===== src/rtl/objective_if.sv =====
// Stream bundle between a neuron and its training objective.
//   result : neuron result (8b) into the objective
//   target : training target (8b) into the objective
//   error  : signed error (16b) back to the neuron
//   output : inference result (8b) forwarded downstream
// master = environment side, slave = objective side.
interface objective_if;
  logic        result_valid;
  logic [7:0]  result_data;
  logic        result_ready;
  logic        target_valid;
  logic [7:0]  target_data;
  logic        target_ready;
  logic        error_valid;
  logic [15:0] error_data;
  logic        error_ready;
  logic        output_valid;
  logic [7:0]  output_data;
  logic        output_ready;

  modport master (
    output result_valid, result_data, target_valid, target_data,
           error_ready, output_ready,
    input  result_ready, target_ready, error_valid, error_data,
           output_valid, output_data
  );

  modport slave (
    input  result_valid, result_data, target_valid, target_data,
           error_ready, output_ready,
    output result_ready, target_ready, error_valid, error_data,
           output_valid, output_data
  );
endinterface


===== src/rtl/objective.sv =====
// Training objective: pairs a neuron result with a target and returns the
// signed, scaled difference as an error, or (inference) forwards the result.
// Ports:
//   clock, reset   rising-edge clock, async active-low reset
//   train          1 = pair result with target, 0 = forward result
//   clear          synchronous zeroing of both counters
//   bus            result/target in, error/output out (objective_if.slave)
//   sample_count   completed training pairs (saturating)
//   mistake_count  training pairs with target != result (saturating)
module objective #(
  parameter int SHIFT = 0,
  parameter int CW    = 16
) (
  input  logic          clock,
  input  logic          reset,
  input  logic          train,
  input  logic          clear,
  objective_if.slave    bus,
  output logic [CW-1:0] sample_count,
  output logic [CW-1:0] mistake_count
);

  localparam logic [2:0] EMPTY       = 3'd0;
  localparam logic [2:0] HAVE_RESULT = 3'd1;
  localparam logic [2:0] HAVE_TARGET = 3'd2;
  localparam logic [2:0] SEND_ERROR  = 3'd3;
  localparam logic [2:0] SEND_OUTPUT = 3'd4;

  localparam logic [CW-1:0] CNT_MAX = {CW{1'b1}};

  logic [2:0]  state, state_nxt;
  logic [7:0]  res_q, tgt_q;
  logic [15:0] err_q, err_nxt;
  logic        r_acc, t_acc, pair_go;
  logic [7:0]  pair_res, pair_tgt;
  logic [8:0]  diff;

  // Readies come only from state (and train), never from a valid, and are
  // forced low while reset is held.
  assign bus.result_ready = reset && (state == EMPTY || state == HAVE_TARGET);
  assign bus.target_ready = reset && (state == HAVE_RESULT ||
                                      (state == EMPTY && train));

  assign r_acc = bus.result_valid && bus.result_ready;
  assign t_acc = bus.target_valid && bus.target_ready;

  assign bus.error_valid  = (state == SEND_ERROR);
  assign bus.error_data   = err_q;
  assign bus.output_valid = (state == SEND_OUTPUT);
  assign bus.output_data  = res_q;

  // pair_res/pair_tgt select the live bus value for whichever half of the
  // pair arrives on the completing cycle, and the held copy otherwise.
  always_comb begin
    state_nxt = state;
    pair_go   = 1'b0;
    pair_res  = res_q;
    pair_tgt  = tgt_q;
    case (state)
      EMPTY: begin
        if (r_acc && t_acc) begin
          state_nxt = SEND_ERROR;
          pair_go   = 1'b1;
          pair_res  = bus.result_data;
          pair_tgt  = bus.target_data;
        end else if (r_acc) begin
          state_nxt = train ? HAVE_RESULT : SEND_OUTPUT;
        end else if (t_acc) begin
          state_nxt = HAVE_TARGET;
        end
      end
      HAVE_RESULT: begin
        if (t_acc) begin
          state_nxt = SEND_ERROR;
          pair_go   = 1'b1;
          pair_tgt  = bus.target_data;
        end
      end
      HAVE_TARGET: begin
        if (r_acc) begin
          state_nxt = SEND_ERROR;
          pair_go   = 1'b1;
          pair_res  = bus.result_data;
        end
      end
      SEND_ERROR:  if (bus.error_ready)  state_nxt = EMPTY;
      SEND_OUTPUT: if (bus.output_ready) state_nxt = EMPTY;
      default:     state_nxt = EMPTY;
    endcase
  end

  // 9-bit signed difference of zero-extended operands, sign-extended, scaled.
  assign diff    = {1'b0, pair_tgt} - {1'b0, pair_res};
  assign err_nxt = {{7{diff[8]}}, diff} << SHIFT;

  always_ff @(posedge clock or negedge reset) begin
    if (!reset) begin
      state <= EMPTY;
      res_q <= '0;
      tgt_q <= '0;
      err_q <= '0;
    end else begin
      state <= state_nxt;
      if (r_acc)   res_q <= bus.result_data;
      if (t_acc)   tgt_q <= bus.target_data;
      if (pair_go) err_q <= err_nxt;
    end
  end

  // clear wins over an increment on the same edge.
  always_ff @(posedge clock or negedge reset) begin
    if (!reset) begin
      sample_count  <= '0;
      mistake_count <= '0;
    end else if (clear) begin
      sample_count  <= '0;
      mistake_count <= '0;
    end else if (pair_go) begin
      if (sample_count != CNT_MAX) sample_count <= sample_count + CW'(1);
      if (pair_tgt != pair_res && mistake_count != CNT_MAX)
        mistake_count <= mistake_count + CW'(1);
    end
  end

endmodule


===== src/flat_wrapper.sv =====
// flat-port wrapper written by rule: the top's interface ports become plain ports
module objective_flat 
#(
  parameter int SHIFT = 0,
  parameter int CW    = 16
)
  (clock, reset, train, clear, sample_count, mistake_count, bus_result_valid, bus_result_data, bus_target_valid, bus_target_data, bus_error_ready, bus_output_ready, bus_result_ready, bus_target_ready, bus_error_valid, bus_error_data, bus_output_valid, bus_output_data);
  objective_if bus_i ();
  input  logic clock;
  input  logic reset;
  input  logic train;
  input  logic clear;
  output logic [CW-1:0] sample_count;
  output logic [CW-1:0] mistake_count;
  input wire logic [$bits(bus_i.result_valid)-1:0] bus_result_valid;
  input wire logic [$bits(bus_i.result_data)-1:0] bus_result_data;
  input wire logic [$bits(bus_i.target_valid)-1:0] bus_target_valid;
  input wire logic [$bits(bus_i.target_data)-1:0] bus_target_data;
  input wire logic [$bits(bus_i.error_ready)-1:0] bus_error_ready;
  input wire logic [$bits(bus_i.output_ready)-1:0] bus_output_ready;
  output wire logic [$bits(bus_i.result_ready)-1:0] bus_result_ready;
  output wire logic [$bits(bus_i.target_ready)-1:0] bus_target_ready;
  output wire logic [$bits(bus_i.error_valid)-1:0] bus_error_valid;
  output wire logic [$bits(bus_i.error_data)-1:0] bus_error_data;
  output wire logic [$bits(bus_i.output_valid)-1:0] bus_output_valid;
  output wire logic [$bits(bus_i.output_data)-1:0] bus_output_data;
  assign bus_i.result_valid = bus_result_valid;
  assign bus_i.result_data = bus_result_data;
  assign bus_i.target_valid = bus_target_valid;
  assign bus_i.target_data = bus_target_data;
  assign bus_i.error_ready = bus_error_ready;
  assign bus_i.output_ready = bus_output_ready;
  assign bus_result_ready = bus_i.result_ready;
  assign bus_target_ready = bus_i.target_ready;
  assign bus_error_valid = bus_i.error_valid;
  assign bus_error_data = bus_i.error_data;
  assign bus_output_valid = bus_i.output_valid;
  assign bus_output_data = bus_i.output_data;
  objective #(.SHIFT(SHIFT), .CW(CW)) u_core (.clock(clock), .reset(reset), .train(train), .clear(clear), .bus(bus_i), .sample_count(sample_count), .mistake_count(mistake_count));
endmodule

===== config.mk =====
export PLATFORM = sky130hd
export DESIGN_NAME = objective_flat
export DESIGN_NICKNAME = d
export VERILOG_FILES = /design/src/rtl/objective_if.sv /design/src/rtl/objective.sv /design/src/flat_wrapper.sv
export SDC_FILE = /design/constraint.sdc
export NUM_CORES = 1
export LEC_CHECK = 0
export ABC_AREA = 1
export CORE_MARGIN = 1.5
export CORE_UTILIZATION = 41
export CTS_CLUSTER_SIZE = 40
export DETAILED_ROUTE_END_ITERATION = 6
export HOLD_SLACK_MARGIN = 0.15
export PLACE_DENSITY_LB_ADDON = 0.05
export RECOVER_POWER = 100
export SLEW_MARGIN = 10
export SYNTH_ARGS = -nofsm -noshare
export SYNTH_HDL_FRONTEND = slang
export SYNTH_SLANG_ARGS = --single-unit

===== constraint.sdc =====
create_clock -name clock -period 5.1 [get_ports clock]
set_input_delay 0.765 -clock clock [delete_from_list [all_inputs] [get_ports clock]]
set_output_delay 0.765 -clock clock [all_outputs]
set_load 0.02 [all_outputs]

==> run summary <==
The largest voltage drop on the vdd net is 0.000259 V. The average wire per cell in the routed design came out at 13.6 µm. The TritonCTS sink count came out at 60. The setup TNS after final layout is 0 ns. The final reports fail on capacitance limit, slew limit. For this configuration, the core starts out at a cell density of 42.0%. The final route contains 4303 vias. The core box area is 0.0102 mm².

The required time of the critical path came out at 5.38 ns. The top cell type by total area after synthesis is dfrtp_1. In the post-synthesis netlist, the biggest area contributors are dfrtp_1, nand2_1, nand3_1. The floorplan has 37 rows. After the last flow step, the layout net total stands at 734. The power per standard cell area came out at 505 mW/mm². The clock period could shrink to 4.03 ns. The longest clock path from root to sink contains 2 buffers. The worst register-to-register path begins at u_core.state[2]. The number of global-route vias before repair came to 3965. The number of synthesized register bits is 60.

The die outline height came out at 105 µm. After detailed routing, the total wire length is 11500 µm. The number of failing hold endpoints at the final stage is 0. The period utilization came out at 79.0%. The post-route cell area is 0.00529 mm². The number of unique standard cell types used by synthesis came out at 40.

The congestion estimate from routability-driven global placement came to 0.841. The final count of negative-setup-slack endpoints is 0. The total inserted antenna cells came out at 0. The iteration-0 DRC count of the detailed router is 201. The top achievable clock speed came out at 0.248 GHz. The most critical setup path has its startpoint at bus_target_valid. The aggregate global-route resource usage is 21.6%.

The overflow left after global routing is 0. The detailed-routing iteration count for the pre-antenna-repair pass came out at 5. For the pin with the worst max-slew slack, the measured transition is 2.85 ns. The number of warning messages in the yosys log is 0. The placed instances occupy a cell area of 0.00515 mm².

The root buffer cell chosen for the clock tree is clkbuf_8. The clock network latency to the later pin of the worst-skew pair came out at 0.35 ns. The total of fill cells in the finished design came out at 1020. The die covers 0.0111 mm². Once detail routing completed, the nets flagged for antenna violations numbered 0. The portion of synthesized cell area occupied by the leading cell type is 34.9%. The first global-routing pass estimated 19300 µm of wire.

The combined area of all synthesized cells is 0.00430 mm². The part of the Yosys area used for sequential elements came out at 34.9%. The placement-stage worst setup slack came out at 1.20 ns. The average vias per placed instance came out at 5.12. STA classifies the critical path startpoint as an input port. The worst setup path is captured at a flop. The tightest min-delay check is of the in2async type. After clock tree synthesis, the clock-pin slew on the worst setup and hold paths is 0.08 ns.

Max-cap violations in this run came to 1. The arrival time at the worst endpoint came out at 4.31 ns. TritonCTS built the clock tree. The gate count of the mapped netlist came out at 628. The run finished, with violations left. The number of instances resized during post-cts repair came out at 0. Setup slack closes at 1.07 ns. The clock skew came out at 0.0163 ns. The total placed cells including tap cells came out at 824. The H-tree level count is 3. Cells with a size suffix above 1 make up 5.54% of the layout.

Post-CTS timing repair inserted 0 buffers for setup. The total leakage power is 2.59 nW. The number of hold buffers added after CTS was 0.

The count of cells along the worst register-to-register path came out at 15. For this run, design rule violations remaining after detail routing come to 0. The remaining max-slew budget at the tightest pin came out at -89.9%. The kind of critical path is in2reg. The initial antenna violation count was 0. The critical-path maximum fanout is 17. The number of top-level pins came out at 84. The final instance count without filler cells is 840. The half-perimeter wire length of the detailed placement result came out at 8200 µm. Setup repair after global routing left no endpoint under its margin. The layout overhead on the synthesized area is 23.1%. The horizontal extent of the die is 105 µm. The worst-case hold slack is 0.361 ns. The final max-slew violation count came to 50. Counting the buffers created by CTS gives 9. The number of buffer cells added on primary ports is 83.

The mean instance size in the synthesized netlist is 6.84 µm². Entering global routing, the biggest net connects 50 pins. Counting every net in the synthesized netlist gives 663.
cell type report:
class	instances	area, µm²	area share (%)
tap	136	170	3.22
clock buffer	10	138	2.60
clock inverter	6	63.8	1.21
timing repair buffer	85	837	15.8
multi-input combinational	496	2400	45.4
inverter	47	179	3.38
sequential	60	1500	28.4
synthesized netlist by cell type, drive strengths merged:
| library cell | number |
|---|---|
| or2 | 6 |
| xnor2 | 5 |
| nand2 | 234 |
| nand4 | 15 |
| xor2 | 10 |
| fa | 1 |
| o21a | 9 |
| and3 | 1 |
| a21boi | 2 |
| nor3 | 3 |
| nor2 | 71 |
| o21bai | 4 |
| nand3 | 77 |
| and2 | 3 |
| clkbuf | 5 |
| dfrtp | 60 |
| o31ai | 1 |
| inv | 47 |
| o22ai | 1 |
| o21ai | 18 |
| buf | 20 |
| ha | 10 |
| a21oi | 16 |
| nand3b | 9 |
registers in the layout, indices dropped and copies added, names as in the netlist:
signal                  flops
u_core.bus.error_data       9
u_core.mistake_count       16
u_core.sample_count        16
u_core.state                3
u_core.tgt_q                8
u_core.bus.output_data      8
cells in the final DEF, fill, tap and decap left out, types with 3 or more instances in the layout:
master / n
xnor2_1: 5
ha_1: 10
nand4_1: 15
o21ai_0: 16
nor2_1: 66
inv_1: 45
nor2_2: 3
xor2_1: 10
dlygate4sd3_1: 60
clkbuf_8: 10
nand3b_1: 9
clkdlybuf4s50_1: 22
nand2_2: 5
and2_1: 3
nand3_1: 76
nand2_1: 228
dfrtp_1: 60
o21bai_1: 4
or2_2: 6
a21oi_1: 16
o21a_1: 9
cell families after synthesis:
family          Yosys count  synth area share, %
simple gates            419                 43.7
fa+ha+maj                11                 3.38
flops                    60                 34.9
xor+xnor                 15                 3.06
compound gates           51                 6.99
buf+inv                  72                 7.95
worst max-delay path, cell delays in order:
cell and delay (ns):
dlygate4sd3_1 0.81, nand4_1 0.52, nand2_1 0.33, nand2_1 0.20, nand2_1 0.10, nand3_1 0.09, ha_1 0.39, nand4_1 0.15
o22ai_1 0.22, nand2_2 0.27, nand2_4 0.30, nand2_1 0.09, nand2_1 0.07
through the flow:
step           power (mW)  util [%]
2_1_floorplan        1.82         -
3_3_place_gp         2.27      50.3
3_5_place_dp         2.29      50.3
4_1_cts              2.75      52.3
5_1_grt              2.92      51.7
6_report             2.68      51.7
where the power goes:
part,leakage [nW],internal (mW),switching [mW]
clock network,0.0983,0.238,0.210
registers,0.782,0.587,0.100
logic,1.71,0.597,0.943
total,2.59,1.42,1.25
metal layers:
metal | wire, µm | share of wire (%) | GRT usage (%) | up-vias
li1 | - | - | - | 2161
met1 | 5660 | 49 | 31.0 | 1965
met2 | 4960 | 43 | 32.4 | 156
met3 | 633 | 5.5 | 3.65 | 21
met4 | 207 | 1.8 | 8.51 | 0
met5 | 0 | 0 | 0 | -
final timing paths:
check	end	slack, ns
max reg2reg	u_core.mistake_count[12]	1.25
min in group clock	u_core.bus.error_data[1]	0.48
max	u_core.mistake_count[12]	1.07
max in group asynchronous	u_core.mistake_count[10]	1.66
min reg2reg	u_core.bus.error_data[1]	0.48
min	u_core.tgt_q[0]	0.36
(Power assumes the default switching activity.)
